**config.mk**
```make
export PLATFORM = sky130hd
export DESIGN_NAME = load_store_unit
export DESIGN_NICKNAME = d
export VERILOG_FILES = /design/src/rtl/load_store_unit.sv
export SDC_FILE = /design/constraint.sdc
export NUM_CORES = 1
export LEC_CHECK = 0
export ABC_CLOCK_PERIOD_IN_PS = 1800
export CAP_MARGIN = 20
export CORE_MARGIN = 2
export CORE_UTILIZATION = 42
export DETAILED_ROUTE_END_ITERATION = 7
export HOLD_SLACK_MARGIN = 0.12
export MAX_ROUTING_LAYER = met4
export PLACE_DENSITY = 0.81
export SLEW_MARGIN = 40
export SYNTH_ARGS = -nofsm -noshare
export SYNTH_HDL_FRONTEND = slang
export SYNTH_SLANG_ARGS = --single-unit
```
**constraint.sdc**
```tcl
create_clock -name clk -period 1.8 [get_ports clk]
set_input_delay 0.27 -clock clk [delete_from_list [all_inputs] [get_ports clk]]
set_output_delay 0.27 -clock clk [all_outputs]
set_load 0.01 [all_outputs]
```
**src/rtl/load_store_unit.sv**
```systemverilog
// Load/store unit: RV32I B/H/W accesses over a req/ack data bus, with wait timeout and flush/kill.
// Optional feature macro LSU_MISALIGN_TRAP_EN: trap misaligned H/W accesses instead of truncating the address.
module load_store_unit #(
    parameter int unsigned MAX_WAIT = 15
) (
    input  logic        clk,
    input  logic        reset,
    input  logic        req_valid,
    input  logic        is_load,
    input  logic        is_store,
    input  logic [2:0]  funct3,
    input  logic [31:0] addr,
    input  logic [31:0] wdata,
    input  logic        flush,
    output logic        stall,
    output logic        done,
    output logic [31:0] rdata,
    output logic        misaligned,
    output logic        bus_err,
    output logic        mem_req,
    output logic        mem_we,
    output logic [31:0] mem_addr,
    output logic [3:0]  mem_be,
    output logic [31:0] mem_wdata,
    input  logic        mem_ack,
    input  logic [31:0] mem_rdata
);

    typedef enum logic [1:0] {
        IDLE = 2'd0,
        REQ  = 2'd1,
        RESP = 2'd2
    } state_t;

    state_t      state_q, state_d;
    logic [7:0]  wait_cnt_q, wait_cnt_d;
    logic        kill_q, kill_d;
    logic [2:0]  funct3_q, funct3_d;
    logic [1:0]  addr_lo_q, addr_lo_d;
    logic        load_q, load_d;
    logic        mem_req_q, mem_req_d;
    logic        mem_we_q, mem_we_d;
    logic [31:0] mem_addr_q, mem_addr_d;
    logic [3:0]  mem_be_q, mem_be_d;
    logic [31:0] mem_wdata_q, mem_wdata_d;
    logic        done_q, done_d;
    logic [31:0] rdata_q, rdata_d;
    logic        misaligned_q, misaligned_d;
    logic        bus_err_q, bus_err_d;

    logic        access_ok;
    logic        misalign_hit;
    logic        timeout;
    logic        is_byte;
    logic        is_half;
    logic [3:0]  be_calc;
    logic [31:0] wdata_calc;
    logic [7:0]  byte_sel;
    logic [15:0] half_sel;
    logic [31:0] load_ext;

    assign access_ok = req_valid && (is_load || is_store) && !flush;
    assign is_byte   = (funct3[1:0] == 2'b00);
    assign is_half   = (funct3[1:0] == 2'b01);

`ifdef LSU_MISALIGN_TRAP_EN
    assign misalign_hit = (is_half && addr[0]) || (funct3[1] && (addr[1:0] != 2'b00));
`else
    assign misalign_hit = 1'b0;
`endif

    assign timeout = (state_q == REQ) && !mem_ack && (wait_cnt_q == 8'(MAX_WAIT - 1));

    // Halfwords ignore addr[0] and words ignore addr[1:0]; the trap build never issues those cases.
    always_comb begin
        be_calc    = 4'b1111;
        wdata_calc = wdata;
        if (is_byte) begin
            be_calc    = 4'b0001 << addr[1:0];
            wdata_calc = {4{wdata[7:0]}};
        end else if (is_half) begin
            be_calc    = addr[1] ? 4'b1100 : 4'b0011;
            wdata_calc = {2{wdata[15:0]}};
        end
    end

    always_comb begin
        byte_sel = mem_rdata[{addr_lo_q, 3'b000} +: 8];
        half_sel = addr_lo_q[1] ? mem_rdata[31:16] : mem_rdata[15:0];
        case (funct3_q)
            3'b000:  load_ext = {{24{byte_sel[7]}}, byte_sel};
            3'b100:  load_ext = {24'd0, byte_sel};
            3'b001:  load_ext = {{16{half_sel[15]}}, half_sel};
            3'b101:  load_ext = {16'd0, half_sel};
            default: load_ext = mem_rdata;
        endcase
    end

    always_comb begin
        state_d      = state_q;
        wait_cnt_d   = wait_cnt_q;
        kill_d       = kill_q;
        funct3_d     = funct3_q;
        addr_lo_d    = addr_lo_q;
        load_d       = load_q;
        mem_req_d    = mem_req_q;
        mem_we_d     = mem_we_q;
        mem_addr_d   = mem_addr_q;
        mem_be_d     = mem_be_q;
        mem_wdata_d  = mem_wdata_q;
        done_d       = 1'b0;
        rdata_d      = 32'd0;
        misaligned_d = 1'b0;
        bus_err_d    = 1'b0;
        stall        = 1'b0;

        unique case (state_q)
            IDLE: begin
                if (access_ok) begin
                    stall = 1'b1;
                    if (misalign_hit) begin
                        state_d      = RESP;
                        done_d       = 1'b1;
                        misaligned_d = 1'b1;
                    end else begin
                        state_d     = REQ;
                        wait_cnt_d  = 8'd0;
                        kill_d      = 1'b0;
                        funct3_d    = funct3;
                        addr_lo_d   = addr[1:0];
                        load_d      = is_load;
                        mem_req_d   = 1'b1;
                        mem_we_d    = !is_load;
                        mem_addr_d  = {addr[31:2], 2'b00};
                        mem_be_d    = be_calc;
                        mem_wdata_d = is_load ? 32'd0 : wdata_calc;
                    end
                end
            end
            REQ: begin
                stall = 1'b1;
                if (flush) begin
                    kill_d = 1'b1;
                end
                // A flushed access still finishes its bus handshake but never reports done.
                if (mem_ack || timeout) begin
                    mem_req_d   = 1'b0;
                    mem_we_d    = 1'b0;
                    mem_addr_d  = 32'd0;
                    mem_be_d    = 4'd0;
                    mem_wdata_d = 32'd0;
                    kill_d      = 1'b0;
                    if (kill_q || flush) begin
                        state_d = IDLE;
                    end else begin
                        state_d   = RESP;
                        done_d    = 1'b1;
                        bus_err_d = !mem_ack;
                        rdata_d   = (mem_ack && load_q) ? load_ext : 32'd0;
                    end
                end else begin
                    wait_cnt_d = wait_cnt_q + 8'd1;
                end
            end
            RESP: begin
                state_d = IDLE;
            end
            default: begin
                state_d = IDLE;
            end
        endcase
    end

    always_ff @(posedge clk) begin
        if (reset) begin
            state_q      <= IDLE;
            wait_cnt_q   <= 8'd0;
            kill_q       <= 1'b0;
            funct3_q     <= 3'd0;
            addr_lo_q    <= 2'd0;
            load_q       <= 1'b0;
            mem_req_q    <= 1'b0;
            mem_we_q     <= 1'b0;
            mem_addr_q   <= 32'd0;
            mem_be_q     <= 4'd0;
            mem_wdata_q  <= 32'd0;
            done_q       <= 1'b0;
            rdata_q      <= 32'd0;
            misaligned_q <= 1'b0;
            bus_err_q    <= 1'b0;
        end else begin
            state_q      <= state_d;
            wait_cnt_q   <= wait_cnt_d;
            kill_q       <= kill_d;
            funct3_q     <= funct3_d;
            addr_lo_q    <= addr_lo_d;
            load_q       <= load_d;
            mem_req_q    <= mem_req_d;
            mem_we_q     <= mem_we_d;
            mem_addr_q   <= mem_addr_d;
            mem_be_q     <= mem_be_d;
            mem_wdata_q  <= mem_wdata_d;
            done_q       <= done_d;
            rdata_q      <= rdata_d;
            misaligned_q <= misaligned_d;
            bus_err_q    <= bus_err_d;
        end
    end

    assign done       = done_q;
    assign rdata      = rdata_q;
    assign misaligned = misaligned_q;
    assign bus_err    = bus_err_q;
    assign mem_req    = mem_req_q;
    assign mem_we     = mem_we_q;
    assign mem_addr   = mem_addr_q;
    assign mem_be     = mem_be_q;
    assign mem_wdata  = mem_wdata_q;

endmodule

```
# ---- Yosys cells after proc, flatten, opt, wreduce, memory -nomap -nowiden
# Index checks and enable logic that the tools add are counted.
dict set report totals {
  output_inout_bits 106
  regBits 121
  inputBits 106
  word_cells 88
}
dict set report op_classes {
  muxes 35
  add_sub_neg 1
  bitwise 3
  n_reduce_logical 23
  n_shift 2
  eq_ne 10
}
# cell count
set op_table {}
lappend op_table {{$mux W32} 6}
lappend op_table {{$pmux W32 S2} 2}
lappend op_table {{$pmux W32 S4} 1}
lappend op_table {{$shiftx A32 B6 Y8} 1}
lappend op_table {{$mux W4} 5}
lappend op_table {{$mux W16} 1}
lappend op_table {{$mux W8} 2}
lappend op_table {{$pmux W8 S2} 1}
lappend op_table {{$reduce_and A3 Y1} 3}
lappend op_table {{$add A8 B1 Y8 const B} 1}
lappend op_table {{$eq A8 B4 Y1 const B} 1}
lappend op_table {{$mux W1} 8}
lappend op_table {{$pmux W1 S2} 4}
lappend op_table {{$pmux W4 S2} 1}
lappend op_table {{$eq A3 B3 Y1 const B} 2}
lappend op_table {{$mux W2} 3}
lappend op_table {{$logic_and A1 B1 Y1} 5}
lappend op_table {{$reduce_or A5 Y1} 1}
lappend op_table {{$eq A2 B1 Y1 const B} 2}
lappend op_table {{$logic_not A2 Y1} 2}
lappend op_table {{$ne A2 B2 Y1 const B} 2}
lappend op_table {{$pmux W2 S2} 1}
lappend op_table {{$reduce_and A2 Y1} 2}
lappend op_table {{$reduce_or A4 Y1} 1}
lappend op_table {{10 further kinds} 16}

# ---- Longest topological paths before layout
# Gate-level depths: netlist of run 1.
dict set report depth {
  word_depth 6
  depth_mapped 8
  ltp_nobuf 6
}

# ---- Worst setup path after synthesis of run 1
# OpenSTA, ideal clock, no wires.
dict set report synth_path {
  path_kind {flip-flop to flip-flop}
  startpoint {register addr_lo_q[1]}
  endpoint {register rdata_q[10] (netlist: rdata[10])}
  path_slack_ps 231
  setup_time_ps 158
  synth_period_minus_slack_ps 1569
  required_ps 1642
  arrival_time_ps 1411
  path_buffers 1
  stages_incl_launch_ff 6
  path_cell_list {dfxtp_1 -> buf_2 -> mux2i_1 -> o22ai_1 -> a21oi_1 -> a221oi_1}
}
dict set report synth_between {
  elab_chain_cells 2
  elab_cells_between_ends 3
  classes_between {1 x shift; 2 x mux}
}
# item line_no
set synth_rtl {}
lappend synth_rtl {{start, declared} 39} ;# logic [1:0] addr_lo_q, addr_lo_d;
lappend synth_rtl {{start signal, assigned} 196} ;# addr_lo_q <= addr_lo_d;
lappend synth_rtl {{$shiftx A32 B6 Y8 / $mux W16 (equally long branches)} {88, 89}}
lappend synth_rtl {{$pmux W32 S4 (*)} 90} ;# case (funct3_q)
lappend synth_rtl {{end signal, assigned} 204} ;# rdata_q <= rdata_d;
lappend synth_rtl {{end, declared} 47} ;# logic [31:0] rdata_q, rdata_d;
# Mark *: on every way between the ends. The rest lies on a longest branch, timed or not.
# A chain may end at the register's enable or synchronous reset.

# ---- Final worst setup path of run 1
dict set report layout_path {
  startpoint {register state_q[0]}
  endpoint {output port stall}
}
dict set report layout_between {
  elab_chain_cells 2
  elab_cells_between_ends 3
  classes_between {1 x eq/ne; 1 x mux; 1 x reduce/logical}
}
# item line_no
set layout_rtl {}
lappend layout_rtl {{start, declared} 35} ;# state_t state_q, state_d;
lappend layout_rtl {{start signal, assigned} 192} ;# state_q <= state_d;
lappend layout_rtl {{$eq A2 B1 Y1 / $logic_not A2 Y1 (equally long branches)} 117} ;# unique case (state_q)
lappend layout_rtl {{$pmux W1 S2 (*)} 117}
lappend layout_rtl {{end, declared} 15} ;# output logic stall,
# Marks and branches as above.

==> results of run 1 <==
[layer usage]
layer  vias to the layer above  part of all wire  track usage
met5                         -                 0            -
met4                         0             0.026        0.107
met3                        30             0.087       0.0869
met2                       237              0.48        0.404
met1                      2148              0.41        0.268
li1                       2180                 -            -
[state kept, by name, indices dropped and copies added, names as in the netlist]
register and cells:
rdata 32, mem_wdata 32, bus_err 1, funct3_q 3
addr_lo_q 2, mem_we 1, mem_be 4, mem_addr 30
kill_q 1, done 1, state_q 2, mem_req 1
wait_cnt_q 8, load_q 1
[power by group]
part	switching, mW	internal (mW)	leakage [nW]	total [mW]
clock	1.20	2.53	0.308	3.73
sequential	0.0424	2.71	0.964	2.75
combinational	0.398	0.504	1.81	0.902
[how the worst min path moves through the flow]
stage,startpoint,to,depth (start not counted)
finish,addr[27],mem_addr[27],2
floorplan,mem_ack,bus_err,1
CTS,addr[27],mem_addr[27],2
detailed placement,mem_wdata[8],mem_wdata[8],1
global placement,mem_we,mem_we,1
global route,addr[11],mem_addr[11],2
[area by class of cell]
cell class,instances,area (µm²)
Clock inverter,12,199
Timing Repair Buffer,245,2400
Fill cell,859,3450
Multi-Input combinational cell,302,2200
Antenna cell,1,2.50
Inverter,16,60.1
Clock buffer,20,457
Tap cell,143,179
Sequential cell,119,2380
[kinds of logic (layout without fill, tap and decap cells)]
family	count (synthesis)	count (layout)	synth area share
adders and majority gates	2	2	0.00520
and+or+nand+nor	117	117	0.133
muxes	38	38	0.0803
AOI/OAI and AO/OA	142	142	0.232
other	1	4	0.000779
DFF	119	119	0.495
buffers and inverters	55	293	0.0536
[worst register-to-register path, cell delays in order (launching register included)]
cell and delay, ps:
dfxtp_1 350, inv_1 90, ha_1 150, nand4b_1 160, o21ai_2 210, o211ai_4 150, buf_12 200, a22o_1 260
[synth_stat cells (all sizes together)]
cell type    n
o211ai       1
o32a         1
buf         22
nor2        23
and3b        1
o21ai       12
a22o        47
a221o        2
nand2b       8
o21bai       3
nor3         3
nor4b        3
inv         16
a21o         2
nor3b        6
o2bb2ai     19
nor4         4
mux2         5
nand3b       2
mux2i       33
nand4b       1
o22ai        3
ha           2
o221a        7
and3         3
conb         1
o221ai       1
a211o        3
nand3        3
and4         1
nor2b        5
a31oi        7
o21a         1
nand2       43
a221oi       7
and2         5
or2          1
or3          3
clkbuf      17
dfxtp      119
or3b         2
a22oi        1
a21oi       25
[through the flow]
| step | instance area (µm²) | instances | setup slack (ps) | power, mW | setup TNS [ps] |
|---|---|---|---|---|---|
| finish | 7870 | 858 | 103 | 7.38 | 0 |
| global route | 7870 | 858 | 20.8 | 7.63 | 0 |
| CTS | 7860 | 857 | 61.8 | 7.43 | 0 |
| detailed placement | 7210 | 825 | -202 | 3.70 | -12670 |
| global placement | 7210 | 825 | -138 | 3.68 | -8450 |
| floorplan | 4820 | 476 | 231 | 3.16 | 0 |
[timing repair]
item                       in CTS  in global routing
setup endpoints to repair       1                 50
hold endpoints to repair        0                  0
setup buffers                   0                  0
gates resized for setup         1                  2
==> results.tsv, run 1 <==
metric	value	unit
status	completed	
Vias	4595	
remaining antenna violation count	0	
Placer Congestion	0.889	
synthesized area per cell	10.2	µm²
Die X	111	µm
Std-Cell Rows	39	
CP Capture Type	primary output	
CTS Buf Count	17	
Synth Instances	474	
required time worst endpoint	1530	ps
count of final setup violators	0	
layout cells sized above 1	0.132	
register-to-register setup slack	120	ps
Final Net Count	809	
GRT overflow	0	
initial antenna violation count	1	
P_leak	3.08	nW
Root Buffer	clkbuf_16	
Setup crit start	state_q[0]	
cell taking the most area after synthesis	dfxtp_1	
RSZ-0062 raised after global routing	false	
area grow syn2layout	63.6	%
Hold Slack	457	ps
Critical Path AT	1430	ps
synth top area cells	dfxtp_1 50%, a22o_1 8.6%, mux2i_1 6.9%	
most frequent cells in the layout	207 x clkdlybuf4s50_1, 119 x dfxtp_1, 47 x a22o_1	
Top Ports	212	
largest net degree at the start of global routing	42	
Synth Register Bits	119	
reg-to-reg critical path endpoint	mem_addr[8]	
vias in the first global route	4662	
# H-tree levels	4	
DR WL/cell	17.2	µm
crit-path max FO	7	
crit path capture	stall	
Unique masters post-synth	55	
number of remaining DRC errors	0	
Worst-Skew Late Latency	410	ps
type of origin of the critical path	register	
max-cap violations	0	
hold_buf cts	0	
die area	12300	µm²
CP Class	reg2out	
critical path's largest stage delay	310	ps
Initial Util	0.425	
CP max-delay cell	dfxtp_1	
Synth Warn #	0	
initial DRC count	271	
PwrDens	937	nW/µm²
final slew viol count	0	
Via density	5.36	
Layout Skew	8.86	ps
Synth top area share	0.495	
post-route clock period utilization	0.943	
first-pass GRT wire length	23200	µm
minimum clock period	1700	ps
Core Footprint	11300	µm²
CTS tree	built	
worst hold path type	in2reg	
Critical path buffers and inverters	2	
Worst path top cell family by delay	buffers and inverters	
reg-to-reg critical path startpoint	wait_cnt_q[0]	
hpwl dp	11000	µm
worst IR drop on VDD	0.569	mV
Worst Reg-to-Reg Cells	7	
Crit path depth	4	
GR Util All Layers	0.245	
CP Cell Sequence	buf_4 > o21bai_1 > nor2b_1 > dlygate4sd2_1	
Hold Violations, Final	0	
CTS Buffer Depth	2	
most common cell after layout, fill and taps aside	clkdlybuf4s50_1	
Post-Route WL	14800	µm
Max Clk Rate	589	MHz
final core occ	0.695	
synthesized area	4810	µm²
Buffers on Ports	208	
DR pass1 iterations	5	
CTS sink cnt	119	
Die H	111	µm
Seq/Total Area, Yosys	0.495	
Clk pin slew, worst setup/hold paths	60	ps
(Power assumes the default switching activity.)
==> run 2: changes to the inputs <==
--- a/config.mk
+++ b/config.mk
@@ -7,7 +7,7 @@
 export LEC_CHECK = 0
 export ABC_CLOCK_PERIOD_IN_PS = 1800
 export CAP_MARGIN = 20
-export CORE_MARGIN = 2
+export CORE_MARGIN = 8
 export CORE_UTILIZATION = 42
 export DETAILED_ROUTE_END_ITERATION = 7
 export HOLD_SLACK_MARGIN = 0.12
==> results.tsv, run 2 (same netlist as run 1, synthesis figures left out) <==
metric	value	unit	change
first-pass GRT wire length	24500	µm	+5.5%
minimum clock period	1710	ps	+13.1 ps
Top Ports	212		unchanged
Sum Neg Setup Slack	0	ps	unchanged
Critical Path AT	1990	ps	+560 ps
critical path's largest stage delay	410	ps	+100 ps
CTS tree	built		
area grow syn2layout	63.5	%	about the same
die area	15100	µm²	+23%
# H-tree levels	4		unchanged
Initial Util	0.425		unchanged
max-cap violations	0		unchanged
Buffers on Ports	208		unchanged
Worst Reg-to-Reg Cells	6		-1
reg-to-reg critical path endpoint	mem_wdata[20]		
RSZ-0062 raised after global routing	false		
DR WL/cell	18.7	µm	+8.4%
required time worst endpoint	2080	ps	+550 ps
most common cell after layout, fill and taps aside	clkdlybuf4s50_1		
GRT overflow	0		unchanged
initial antenna violation count	0		-1
Hold Slack	461	ps	+4.34 ps
final slew viol count	0		unchanged
initial DRC count	513		+89%
Via density	5.40		+0.74%
Placer Congestion	0.951		+7.0%
Setup Buffers After CTS	0		unchanged
CTS Buf Count	17		unchanged
DR pass1 iterations	5		unchanged
fillers	843		-1.9%
most frequent cells in the layout	207 x clkdlybuf4s50_1, 118 x dfxtp_1, 47 x a22o_1		
Hold Path End	mem_addr[25]		
largest net degree at the start of global routing	38		-9.5%
CP Class	reg2reg		
Place WS	-222	ps	-19.2 ps
Core Footprint	11300	µm²	unchanged
Hold Path Origin	addr[25]		
GR Util All Layers	0.213		-0.0313
post-route clock period utilization	0.950		+0.00728
worst IR drop on VDD	0.493	mV	-13%
worst hold path type	in2reg		
CP max-delay cell	or3_1		
register-to-register setup slack	90	ps	-30 ps
Antenna diodes	0		-1
Post-Route WL	16100	µm	+8.7%
P_leak	3.09	nW	+0.24%
Clk pin slew, worst setup/hold paths	60	ps	about the same
Storage cell area	2380	µm²	about the same
Post-DP Area	7270	µm²	+0.83%
Final Net Count	812		+0.37%
Die H	123	µm	+11%
layout cells sized above 1	0.138		+0.00642
CTS Buffer Depth	2		unchanged
remaining antenna violation count	0		unchanged
CTS sink cnt	119		unchanged
CP Capture Type	register		
hpwl dp	12400	µm	+14%
Design Area, Final	7870	µm²	about the same
Final WS setup	90.3	ps	-13.1 ps
Power, Total	6.97	mW	-5.5%
type of origin of the critical path	register		
PwrDens	886	nW/µm²	-5.4%
count of final setup violators	0		unchanged
cell mode on critical path	buf_4		
vias in the first global route	4776		+2.4%
status	completed		
area of the multi-input gates	2200	µm²	unchanged
Layout Skew	14.1	ps	+5.25 ps
Vias	4640		+0.98%
Die X	123	µm	+11%
Max Clk Rate	585	MHz	-0.77%
CP Cell Sequence	or3_1 > o21ai_1 > o211ai_4 > buf_4 > buf_4 > o2bb2ai_1		
Worst-Skew Late Latency	400	ps	about the same
crit-path max FO	10		+3
Hold Violations, Final	0		unchanged
hold_buf cts	0		unchanged
reg-to-reg critical path startpoint	wait_cnt_q[7]		
Std-Cell Rows	39		unchanged
number of remaining DRC errors	0		unchanged
WHS Path Cells	2		unchanged
Root Buffer	clkbuf_16		
run 2: critical path, delay by kind of cell, from the launching register on:
family	cells	cell delay [ps]
AOI/OAI and AO/OA	3	540
buffers and inverters	2	350
DFF	1	300
and+or+nand+nor	1	410
run 2: per-layer routing:
layer / GRT usage / vias to the layer above / part of all wire
met5: - / - / 0
met4: 0.0873 / 0 / 0.023
met3: 0.0872 / 23 / 0.099
met2: 0.344 / 220 / 0.48
met1: 0.230 / 2213 / 0.40
li1: - / 2184 / -
run 2: worst max path at each step:
stage,from,end,cells after the start
floorplan,addr_lo_q[1],rdata[10],5
global placement,flush,stall,5
detailed placement,flush,stall,5
CTS,addr_lo_q[1],rdata[12],4
global route,wait_cnt_q[7],mem_wdata[20],6
finish,wait_cnt_q[7],mem_wdata[20],6
run 2: metrics by stage:
stage	instances	util
3_5_place_dp	828	0.642
6_report	860	0.695
4_1_cts	860	0.694
3_3_place_gp	828	0.642
2_1_floorplan	476	-
5_1_grt	860	0.695
run 2: what timing repair did:
action	CTS	global route
endpoints found under the hold margin	0	0
endpoints found under the setup margin	1	8
gates resized for setup	2	2
run 2: area by class of cell:
cell class / instances / share of cell area
repair buffers: 248 / 0.312
flip-flops and latches: 119 / 0.303
multi-input cells: 302 / 0.279
clock buffers: 18 / 0.0558
well taps: 143 / 0.0227
clock inverters: 14 / 0.0194
inverters: 16 / 0.00763
run 2: power breakdown:
part           switching [mW]  total [mW]  internal (mW)
combinational           0.398       0.905          0.507
sequential             0.0460        2.75           2.71
clock                    1.23        3.32           2.08
==> run 3: changes to the inputs <==
--- a/config.mk
+++ b/config.mk
@@ -5,8 +5,6 @@
 export SDC_FILE = /design/constraint.sdc
 export NUM_CORES = 1
 export LEC_CHECK = 0
-export ABC_CLOCK_PERIOD_IN_PS = 1800
-export CAP_MARGIN = 20
 export CORE_MARGIN = 8
 export CORE_UTILIZATION = 42
 export DETAILED_ROUTE_END_ITERATION = 7
==> results of run 3 <==
The final DEF is identical to that of run 2; final timing and power are the same.
